<file path="src/rtl/pipe_stall_flush_regs_if.sv">
// Signal bundle between the hazard/decode logic and the F/D/E pipeline registers.
// The slave modport is the pipeline-register block; the master drives decode and hazard inputs.
interface pipe_stall_flush_regs_if #(
  parameter int CNT_WIDTH = 16
);
  logic                 StallF;
  logic                 StallD;
  logic                 FlushE;
  logic                 PCSrcD;
  logic [31:0]          PCBranchD;
  logic [31:0]          InstrF;
  logic                 RegWriteD;
  logic                 MemtoRegD;
  logic                 MemWriteD;
  logic                 ALUSrcD;
  logic                 RegDstD;
  logic                 BranchD;
  logic [2:0]           ALUControlD;
  logic [31:0]          RD1D;
  logic [31:0]          RD2D;

  logic [31:0]          PCF;
  logic [31:0]          InstrD;
  logic [31:0]          PCPlus4D;
  logic                 ValidD;
  logic [4:0]           RsD;
  logic [4:0]           RtD;
  logic                 RegWriteE;
  logic                 MemtoRegE;
  logic                 MemWriteE;
  logic                 ALUSrcE;
  logic                 RegDstE;
  logic [2:0]           ALUControlE;
  logic [31:0]          RD1E;
  logic [31:0]          RD2E;
  logic [31:0]          SignImmE;
  logic [4:0]           RsE;
  logic [4:0]           RtE;
  logic [4:0]           RdE;
  logic                 ValidE;
  logic [4:0]           WriteRegE;
  logic [CNT_WIDTH-1:0] StallCount;
  logic [CNT_WIDTH-1:0] FlushCount;

  modport master (
    output StallF, StallD, FlushE, PCSrcD, PCBranchD, InstrF,
           RegWriteD, MemtoRegD, MemWriteD, ALUSrcD, RegDstD, BranchD,
           ALUControlD, RD1D, RD2D,
    input  PCF, InstrD, PCPlus4D, ValidD, RsD, RtD,
           RegWriteE, MemtoRegE, MemWriteE, ALUSrcE, RegDstE, ALUControlE,
           RD1E, RD2E, SignImmE, RsE, RtE, RdE, ValidE, WriteRegE,
           StallCount, FlushCount
  );

  modport slave (
    input  StallF, StallD, FlushE, PCSrcD, PCBranchD, InstrF,
           RegWriteD, MemtoRegD, MemWriteD, ALUSrcD, RegDstD, BranchD,
           ALUControlD, RD1D, RD2D,
    output PCF, InstrD, PCPlus4D, ValidD, RsD, RtD,
           RegWriteE, MemtoRegE, MemWriteE, ALUSrcE, RegDstE, ALUControlE,
           RD1E, RD2E, SignImmE, RsE, RtE, RdE, ValidE, WriteRegE,
           StallCount, FlushCount
  );
endinterface

</file>
<file path="src/rtl/pipe_stall_flush_regs.sv">
// PC, IF/ID and ID/EX pipeline registers of the 5-stage MIPS core, driven by the hazard
// unit's stall/flush controls, plus saturating stall/flush event counters for debug.
module pipe_stall_flush_regs #(
  parameter logic [31:0] RESET_PC  = 32'h0000_0000,
  parameter int          CNT_WIDTH = 16
) (
  input  logic                   clk,
  input  logic                   reset,
  pipe_stall_flush_regs_if.slave bus
);

  typedef struct packed {
    logic        reg_write;
    logic        mem_to_reg;
    logic        mem_write;
    logic        alu_src;
    logic        reg_dst;
    logic [2:0]  alu_ctrl;
    logic [31:0] rd1;
    logic [31:0] rd2;
    logic [31:0] sign_imm;
    logic [4:0]  rs;
    logic [4:0]  rt;
    logic [4:0]  rd;
    logic        valid;
  } ex_t;

  logic [31:0] pcf_q, pcf_d;
  logic [31:0] pc_plus4_f;
  logic [31:0] instr_d_q, instr_d_d;
  logic [31:0] pcplus4_d_q, pcplus4_d_d;
  logic        valid_d_q, valid_d_d;
  ex_t         ex_q, ex_d;

  logic [CNT_WIDTH-1:0] cnt_q [2];
  logic [CNT_WIDTH-1:0] cnt_d [2];
  logic [1:0]           cnt_evt;

  // BranchD is resolved upstream in decode; nothing here depends on it.
  logic unused_branch_d;
  assign unused_branch_d = bus.BranchD;

  assign pc_plus4_f = pcf_q + 32'd4;

  always_comb begin
    pcf_d = pcf_q;
    if (!bus.StallF) begin
      pcf_d = bus.PCSrcD ? bus.PCBranchD : pc_plus4_f;
    end
  end

  // A stalled IF/ID wins over a redirect: the branch operands are not yet resolved.
  always_comb begin
    instr_d_d   = instr_d_q;
    pcplus4_d_d = pcplus4_d_q;
    valid_d_d   = valid_d_q;
    if (!bus.StallD) begin
      if (bus.PCSrcD) begin
        instr_d_d   = 32'd0;
        pcplus4_d_d = 32'd0;
        valid_d_d   = 1'b0;
      end else begin
        instr_d_d   = bus.InstrF;
        pcplus4_d_d = pc_plus4_f;
        valid_d_d   = 1'b1;
      end
    end
  end

  always_comb begin
    ex_d = '0;
    if (!bus.FlushE) begin
      ex_d.reg_write  = bus.RegWriteD;
      ex_d.mem_to_reg = bus.MemtoRegD;
      ex_d.mem_write  = bus.MemWriteD;
      ex_d.alu_src    = bus.ALUSrcD;
      ex_d.reg_dst    = bus.RegDstD;
      ex_d.alu_ctrl   = bus.ALUControlD;
      ex_d.rd1        = bus.RD1D;
      ex_d.rd2        = bus.RD2D;
      ex_d.sign_imm   = {{16{instr_d_q[15]}}, instr_d_q[15:0]};
      ex_d.rs         = instr_d_q[25:21];
      ex_d.rt         = instr_d_q[20:16];
      ex_d.rd         = instr_d_q[15:11];
      ex_d.valid      = valid_d_q;
    end
  end

  always_ff @(posedge clk) begin
    if (reset) begin
      pcf_q       <= RESET_PC;
      instr_d_q   <= 32'd0;
      pcplus4_d_q <= 32'd0;
      valid_d_q   <= 1'b0;
      ex_q        <= '0;
    end else begin
      pcf_q       <= pcf_d;
      instr_d_q   <= instr_d_d;
      pcplus4_d_q <= pcplus4_d_d;
      valid_d_q   <= valid_d_d;
      ex_q        <= ex_d;
    end
  end

  // Counter 0 counts decode stalls, counter 1 counts E flushes and taken redirects.
  assign cnt_evt[0] = bus.StallD;
  assign cnt_evt[1] = bus.FlushE | (bus.PCSrcD & ~bus.StallD);

  generate
    for (genvar gi = 0; gi < 2; gi++) begin : g_cnt
      always_comb begin
        cnt_d[gi] = cnt_q[gi];
        if (cnt_evt[gi] && (cnt_q[gi] != {CNT_WIDTH{1'b1}})) begin
          cnt_d[gi] = cnt_q[gi] + 1'b1;
        end
      end

      always_ff @(posedge clk) begin
        if (reset) begin
          cnt_q[gi] <= '0;
        end else begin
          cnt_q[gi] <= cnt_d[gi];
        end
      end
    end
  endgenerate

  assign bus.PCF         = pcf_q;
  assign bus.InstrD      = instr_d_q;
  assign bus.PCPlus4D    = pcplus4_d_q;
  assign bus.ValidD      = valid_d_q;
  assign bus.RsD         = instr_d_q[25:21];
  assign bus.RtD         = instr_d_q[20:16];
  assign bus.RegWriteE   = ex_q.reg_write;
  assign bus.MemtoRegE   = ex_q.mem_to_reg;
  assign bus.MemWriteE   = ex_q.mem_write;
  assign bus.ALUSrcE     = ex_q.alu_src;
  assign bus.RegDstE     = ex_q.reg_dst;
  assign bus.ALUControlE = ex_q.alu_ctrl;
  assign bus.RD1E        = ex_q.rd1;
  assign bus.RD2E        = ex_q.rd2;
  assign bus.SignImmE    = ex_q.sign_imm;
  assign bus.RsE         = ex_q.rs;
  assign bus.RtE         = ex_q.rt;
  assign bus.RdE         = ex_q.rd;
  assign bus.ValidE      = ex_q.valid;
  assign bus.WriteRegE   = ex_q.reg_dst ? ex_q.rd : ex_q.rt;
  assign bus.StallCount  = cnt_q[0];
  assign bus.FlushCount  = cnt_q[1];

endmodule
</file>
<file path="src/flat_wrapper.sv">
// flat-port wrapper written by rule: the top's interface ports become plain ports
module pipe_stall_flush_regs_flat 
#(
  parameter logic [31:0] RESET_PC  = 32'h0000_0000,
  parameter int          CNT_WIDTH = 16
)
  (clk, reset, bus_StallF, bus_StallD, bus_FlushE, bus_PCSrcD, bus_PCBranchD, bus_InstrF, bus_RegWriteD, bus_MemtoRegD, bus_MemWriteD, bus_ALUSrcD, bus_RegDstD, bus_BranchD, bus_ALUControlD, bus_RD1D, bus_RD2D, bus_PCF, bus_InstrD, bus_PCPlus4D, bus_ValidD, bus_RsD, bus_RtD, bus_RegWriteE, bus_MemtoRegE, bus_MemWriteE, bus_ALUSrcE, bus_RegDstE, bus_ALUControlE, bus_RD1E, bus_RD2E, bus_SignImmE, bus_RsE, bus_RtE, bus_RdE, bus_ValidE, bus_WriteRegE, bus_StallCount, bus_FlushCount);
  pipe_stall_flush_regs_if #(.CNT_WIDTH(CNT_WIDTH)) bus_i ();
  input  logic clk;
  input  logic reset;
  input wire logic [$bits(bus_i.StallF)-1:0] bus_StallF;
  input wire logic [$bits(bus_i.StallD)-1:0] bus_StallD;
  input wire logic [$bits(bus_i.FlushE)-1:0] bus_FlushE;
  input wire logic [$bits(bus_i.PCSrcD)-1:0] bus_PCSrcD;
  input wire logic [$bits(bus_i.PCBranchD)-1:0] bus_PCBranchD;
  input wire logic [$bits(bus_i.InstrF)-1:0] bus_InstrF;
  input wire logic [$bits(bus_i.RegWriteD)-1:0] bus_RegWriteD;
  input wire logic [$bits(bus_i.MemtoRegD)-1:0] bus_MemtoRegD;
  input wire logic [$bits(bus_i.MemWriteD)-1:0] bus_MemWriteD;
  input wire logic [$bits(bus_i.ALUSrcD)-1:0] bus_ALUSrcD;
  input wire logic [$bits(bus_i.RegDstD)-1:0] bus_RegDstD;
  input wire logic [$bits(bus_i.BranchD)-1:0] bus_BranchD;
  input wire logic [$bits(bus_i.ALUControlD)-1:0] bus_ALUControlD;
  input wire logic [$bits(bus_i.RD1D)-1:0] bus_RD1D;
  input wire logic [$bits(bus_i.RD2D)-1:0] bus_RD2D;
  output wire logic [$bits(bus_i.PCF)-1:0] bus_PCF;
  output wire logic [$bits(bus_i.InstrD)-1:0] bus_InstrD;
  output wire logic [$bits(bus_i.PCPlus4D)-1:0] bus_PCPlus4D;
  output wire logic [$bits(bus_i.ValidD)-1:0] bus_ValidD;
  output wire logic [$bits(bus_i.RsD)-1:0] bus_RsD;
  output wire logic [$bits(bus_i.RtD)-1:0] bus_RtD;
  output wire logic [$bits(bus_i.RegWriteE)-1:0] bus_RegWriteE;
  output wire logic [$bits(bus_i.MemtoRegE)-1:0] bus_MemtoRegE;
  output wire logic [$bits(bus_i.MemWriteE)-1:0] bus_MemWriteE;
  output wire logic [$bits(bus_i.ALUSrcE)-1:0] bus_ALUSrcE;
  output wire logic [$bits(bus_i.RegDstE)-1:0] bus_RegDstE;
  output wire logic [$bits(bus_i.ALUControlE)-1:0] bus_ALUControlE;
  output wire logic [$bits(bus_i.RD1E)-1:0] bus_RD1E;
  output wire logic [$bits(bus_i.RD2E)-1:0] bus_RD2E;
  output wire logic [$bits(bus_i.SignImmE)-1:0] bus_SignImmE;
  output wire logic [$bits(bus_i.RsE)-1:0] bus_RsE;
  output wire logic [$bits(bus_i.RtE)-1:0] bus_RtE;
  output wire logic [$bits(bus_i.RdE)-1:0] bus_RdE;
  output wire logic [$bits(bus_i.ValidE)-1:0] bus_ValidE;
  output wire logic [$bits(bus_i.WriteRegE)-1:0] bus_WriteRegE;
  output wire logic [$bits(bus_i.StallCount)-1:0] bus_StallCount;
  output wire logic [$bits(bus_i.FlushCount)-1:0] bus_FlushCount;
  assign bus_i.StallF = bus_StallF;
  assign bus_i.StallD = bus_StallD;
  assign bus_i.FlushE = bus_FlushE;
  assign bus_i.PCSrcD = bus_PCSrcD;
  assign bus_i.PCBranchD = bus_PCBranchD;
  assign bus_i.InstrF = bus_InstrF;
  assign bus_i.RegWriteD = bus_RegWriteD;
  assign bus_i.MemtoRegD = bus_MemtoRegD;
  assign bus_i.MemWriteD = bus_MemWriteD;
  assign bus_i.ALUSrcD = bus_ALUSrcD;
  assign bus_i.RegDstD = bus_RegDstD;
  assign bus_i.BranchD = bus_BranchD;
  assign bus_i.ALUControlD = bus_ALUControlD;
  assign bus_i.RD1D = bus_RD1D;
  assign bus_i.RD2D = bus_RD2D;
  assign bus_PCF = bus_i.PCF;
  assign bus_InstrD = bus_i.InstrD;
  assign bus_PCPlus4D = bus_i.PCPlus4D;
  assign bus_ValidD = bus_i.ValidD;
  assign bus_RsD = bus_i.RsD;
  assign bus_RtD = bus_i.RtD;
  assign bus_RegWriteE = bus_i.RegWriteE;
  assign bus_MemtoRegE = bus_i.MemtoRegE;
  assign bus_MemWriteE = bus_i.MemWriteE;
  assign bus_ALUSrcE = bus_i.ALUSrcE;
  assign bus_RegDstE = bus_i.RegDstE;
  assign bus_ALUControlE = bus_i.ALUControlE;
  assign bus_RD1E = bus_i.RD1E;
  assign bus_RD2E = bus_i.RD2E;
  assign bus_SignImmE = bus_i.SignImmE;
  assign bus_RsE = bus_i.RsE;
  assign bus_RtE = bus_i.RtE;
  assign bus_RdE = bus_i.RdE;
  assign bus_ValidE = bus_i.ValidE;
  assign bus_WriteRegE = bus_i.WriteRegE;
  assign bus_StallCount = bus_i.StallCount;
  assign bus_FlushCount = bus_i.FlushCount;
  pipe_stall_flush_regs #(.RESET_PC(RESET_PC), .CNT_WIDTH(CNT_WIDTH)) u_core (.clk(clk), .reset(reset), .bus(bus_i));
endmodule
</file>
<file path="config.mk">
export PLATFORM = sky130hd
export DESIGN_NAME = pipe_stall_flush_regs_flat
export DESIGN_NICKNAME = d
export VERILOG_FILES = /design/src/rtl/pipe_stall_flush_regs_if.sv /design/src/rtl/pipe_stall_flush_regs.sv /design/src/flat_wrapper.sv
export SDC_FILE = /design/constraint.sdc
export NUM_CORES = 1
export LEC_CHECK = 0
export BUFFER_PORTS_ARGS = -buffer_cell sky130_fd_sc_hd__buf_2
export CELL_PAD_IN_SITES_DETAIL_PLACEMENT = 0
export CELL_PAD_IN_SITES_GLOBAL_PLACEMENT = 1
export CORE_ASPECT_RATIO = 0.9
export CORE_MARGIN = 4
export CORE_UTILIZATION = 30
export CTS_BUF_LIST = sky130_fd_sc_hd__clkbuf_8
export DETAILED_ROUTE_END_ITERATION = 6
export PLACE_DENSITY = 0.85
export SYNTH_ARGS = -nofsm -noshare
export SYNTH_HDL_FRONTEND = slang
export SYNTH_SLANG_ARGS = --single-unit
</file>
<file path="constraint.sdc">
create_clock -name clk -period 1.65 [get_ports clk]
set_input_delay 0.0825 -clock clk [delete_from_list [all_inputs] [get_ports clk]]
set_output_delay 0.0825 -clock clk [all_outputs]
set_load 0.01 [all_outputs]
</file>
==> out/metrics.csv <==
stage;metric;value;unit
finish;fin_cells;1989;
worst_setup_path;r2r_setup_slack;-0.07;ns
clocking;worst_skew_pair_latency;0.53;ns
detailed_routing;wl_met2;16600;um
detailed_routing;routed_metal_1_wirelength;13400;um
place;place.gp.congestion;0.839;
worst_setup_path;crit_slowest_cell;dfxtp_4;
finish;final_nets;1711;
clocking;clk_path_buf_depth;3;
power_and_ir_drop;p_total;12.2;mW
sta;final_max_slew_viol_count;0;
synthesis;post_synthesis_sequential_element_count;228;
sta;report.final.hold_viol_count;0;
worst_setup_path;required_time_of_the_critical_path;2.09;ns
worst_setup_path;end_kind;flop;
finish;post_route_cells_drive_above_1_share;41.4;%
finish;most_common_library_cell_in_the_layout_ignoring_fill_and_taps;buf_2;
synthesis;synth_fa_ha_area_share;0.419;%
die;die-width;190;um
place;portBuffers;405;
synthesis;async_reset_ff_share;0;%
synthesis;yosys.cell_types.count;62;
worst_setup_path;crit_fanout;6;
finish;ff_latch_area;4610;um^2
synthesis;synth.cell_area;8960;um^2
synthesis;ys.flop_type;dfxtp_1;
worst_setup_path;cp_num_buf_inv;1;
flow_run;maxCapViolCount;0;
die;rows;59;
synthesis;syn-instance-count;959;
place;place_inst;1769;
worst_setup_path;cp_cell_sequence;nand4_1 -> nor3_2 -> buf_6 -> nand4_1 -> or3_1 -> a31oi_1;
sta;timing.max_slew.rel_slack;62.6;%
global_route;globalRouteTotalUtil;19.0;%
sta;clock_skew;0.0214;ns
synthesis;main_combinational_cell_family_by_area_after_synthesis;simple AND/OR/NAND/NOR gates;
power_and_ir_drop;p_leak;6.79;nW
clocking;ctsHtreeMaxLevel;2;
worst_setup_path;criticalPathCategory;reg -> reg;
sta;worst_slew_pin_slew;0.559;ns
worst_setup_path;r2r-start;u_core.bus.PCF[10]$_SDFFE_PP0N_;
synthesis;synth_sequential_area_ratio;51.0;%
die;start_util;30.7;%
power_and_ir_drop;comb_power_share;12.3;%
sta;finalSetupViolCount;2;
synthesis;simple_logic_cell_fraction_of_the_synthesized_area;23.0;%
worst_setup_path;cp.arrival;2.16;ns
global_route;grt_pass1_vias;9106;
sta;final_min_period_over_clock_period;104;%
worst_setup_path;cp_common_cell;nand4_1;
sta;final.setup.worst_slack;-0.0689;ns
synthesis;synth_warnings;0;
die;die_height;172;um
finish;layout_common_cells;404 x buf_2, 207 x dfxtp_1, 139 x dlygate4sd3_1, 115 x nor2_1, 105 x buf_4;
clocking;cts.sinks;228;
outcome;outcome;complete, but fails checks;
worst_setup_path;cp-startpoint;u_core.bus.PCF[10]$_SDFFE_PP0N_;
die;dieArea;32700;um^2
detailed_routing;drtIter0Drc;492;
sta;rsz_0062_raised_after_global_routing;true;
worst_setup_path;reg_to_reg_end;u_core.bus.PCF[27]$_SDFFE_PP0N_;
place;post-dp-hpwl;23100;um
detailed_routing;wl_met3;2650;um
power_and_ir_drop;vdd_ir_drop_max;0.000525;V
place;pre_cts_ws;-0.0501;ns
detailed_routing;antenna_left;0;
worst_setup_path;worstRegToRegCells;6;
detailed_routing;drt_pre_antenna_iters;5;
worst_setup_path;slowest_delay;0.37;ns
worst_setup_path;critical_path.startpoint_type;flop;
global_route;grt_first_pass_wirelength;50400;um
power_and_ir_drop;p_per_area;848;nW/um^2
finish;layout_area_overhead;60.7;%
synthesis;synth_compound_area_share;12.7;%
synthesis;synth_xor_xnor_area_share;5.28;%
detailed_routing;wire_per_inst;17.0;um
detailed_routing;dr.max_layer_used;met4;
clocking;cts_buffers;40;
clocking;cts.reportedPaths.clkPinSlew;0.06;ns
power_and_ir_drop;internal-power;9.07;mW
clocking;cts_tree;yes;
sta;final_period_minus_worst_setup_slack;1.72;ns
power_and_ir_drop;swShare;25.7;%
detailed_routing;num_vias;9269;
finish;multiInputGateArea;4150;um^2
outcome;failed_checks;negative setup slack;
worst_setup_path;cpLargestDelayFamily;simple AND/OR/NAND/NOR gates;
global_route;grt_max_degree;99;
global_route;grt_overflow;0;
power_and_ir_drop;p_clk_share;40.2;%
die;core_area;29200;um^2
clocking;root_buffer;clkbuf_8;
worst_setup_path;worst-path-stages;6;
power_and_ir_drop;netSwitchingPower;3.13;mW
power_and_ir_drop;share_seq_of_total_power;47.5;%
sta;fmax;582;MHz
detailed_routing;drt-total-wl;33800;um
worst_setup_path;critPathCapture;u_core.bus.PCF[27]$_SDFFE_PP0N_;
synthesis;number_of_enable_type_register_cells_in_the_synthesized_netlist;0;
die;ios;407;
hold_path;hold_path.class;in -> reg;
global_route;antenna_found_initial;0;
synthesis;synth_mux_area_share;1.89;%
finish;n_fill_cell;2647;
synthesis;post_synth.cell_area_avg;9.34;um^2
synthesis;synth_nets;1105;
detailed_routing;route.detailed.vias_per_inst;4.66;
detailed_routing;post-route-drc-count;0;
## metrics by stage
step                      TNS, ns  util [%]  hold WS (ns)  cell area (um^2)
after global placement    -0.0646      40.9         0.282             11900
after global routing        -1.00      49.3        0.0519             14400
final                     -0.0876      49.4        0.0514             14400
after CTS                       0      48.4       0.00767             14100
after detailed placement   -0.285      40.9         0.284             11900
after floorplan           -0.0451         -         0.204              9070
## what timing repair did
item,4_1_cts,5_1_grt
cloned,0,1
buffers inserted,3,7
endpoints found under the hold margin,145,0
hold buffers,139,0
pin swaps,2,19
endpoints found under the setup margin,10,44
gates resized for setup,3,51
## kinds of logic after synthesis
logic type               after synthesis
adder cells (fa/ha/maj)                3
multiplexers                          16
AO/OA/AOI/OAI                        168
buffers and inverters                104
XOR/XNOR                              54
AND/OR/NAND/NOR                      386
flip-flops                           228
## synthesized netlist by cell type, drive strengths merged (5+ instances only)
library cell  count  share of area (%)
a211oi            8               0.67
a21oi            31                1.7
a22oi            54                4.5
and2            101                7.1
and3              8               0.56
and4              8               0.78
buf              41                3.1
clkbuf           51                2.1
dfxtp           228                 51
inv              11               0.46
mux2              7               0.88
mux2i             9                1.0
nand2            47                2.0
nand3            23                1.3
nand4            14                1.2
nor2            120                5.1
nor2b             9               0.63
nor3             19                1.4
nor3b             5               0.42
nor4             10               0.87
o211ai            6               0.50
o21ai            34                1.9
o21ba             6               0.67
o32ai             8               0.78
or2               8               0.56
xnor2            33                3.2
xor2             21                2.1
## area by class of cell
| cell class | instances | area share [%] |
|---|---|---|
| Clock inverter | 19 | 0.565 |
| Clock buffer | 48 | 4.59 |
| Tap cell | 396 | 3.44 |
| Multi-Input combinational cell | 627 | 28.8 |
| Antenna cell | 3 | 0.0522 |
| Timing Repair Buffer | 656 | 30.2 |
| Sequential cell | 228 | 32.0 |
| Inverter | 12 | 0.313 |
## power by group through the flow
stage	Combinational (mW)	Sequential, mW	Clock [mW]
2_1_floorplan	0.477	6.02	0
3_3_place_gp	1.20	5.91	0
3_5_place_dp	1.21	5.92	0
4_1_cts	1.48	5.80	5.07
5_1_grt	1.63	5.82	5.31
6_report	1.50	5.80	4.90
## worst min-delay path by stage
stage                                  start                                   end  slack [ns]  cells after the start
after floorplan           bus_ALUControlD[0]  u_core.bus.ALUControlE[0]$_SDFF_PP0_        0.20                      1
after global placement           bus_RD1D[5]         u_core.bus.RD1E[5]$_SDFF_PP0_        0.28                      2
after detailed placement        bus_RD1D[29]        u_core.bus.RD1E[29]$_SDFF_PP0_        0.28                      2
after CTS                         bus_PCSrcD        u_core.bus.ValidD$_SDFFE_PP0N_       0.008                      3
after global routing              bus_PCSrcD        u_core.bus.ValidD$_SDFFE_PP0N_        0.05                      3
final                             bus_StallD   u_core.bus.PCPlus4D[0]$_SDFFE_PP0N_        0.05                      4
## flip-flops by register name, summed over array words and instances (netlist names), 3 cells and up
| register | cells |
|---|---|
| u_core.bus.RsE | 5 |
| u_core.bus.InstrD | 32 |
| u_core.bus.ALUControlE | 3 |
| u_core.bus.RD1E | 32 |
| u_core.bus.RdE | 5 |
| u_core.bus.SignImmE | 11 |
| u_core.bus.PCPlus4D | 32 |
| u_core.bus.RD2E | 32 |
| u_core.cnt_q | 32 |
| u_core.bus.PCF | 32 |
| u_core.bus.RtE | 5 |
## worst min-delay path, delay by kind of cell
| family | cells | cell delay (ns) |
|---|---|---|
| AO/OA/AOI/OAI | 1 | 0.09 |
| AND/OR/NAND/NOR | 1 | 0.07 |
| buffers and inverters | 2 | 0.30 |
## per-layer routing
layer,vias up,GRT usage (%)
met5,-,0
met4,0,6.34
met3,78,5.01
met2,379,33.2
met1,4330,23.0
li1,4482,-
Power figures use the tool's default switching activity.
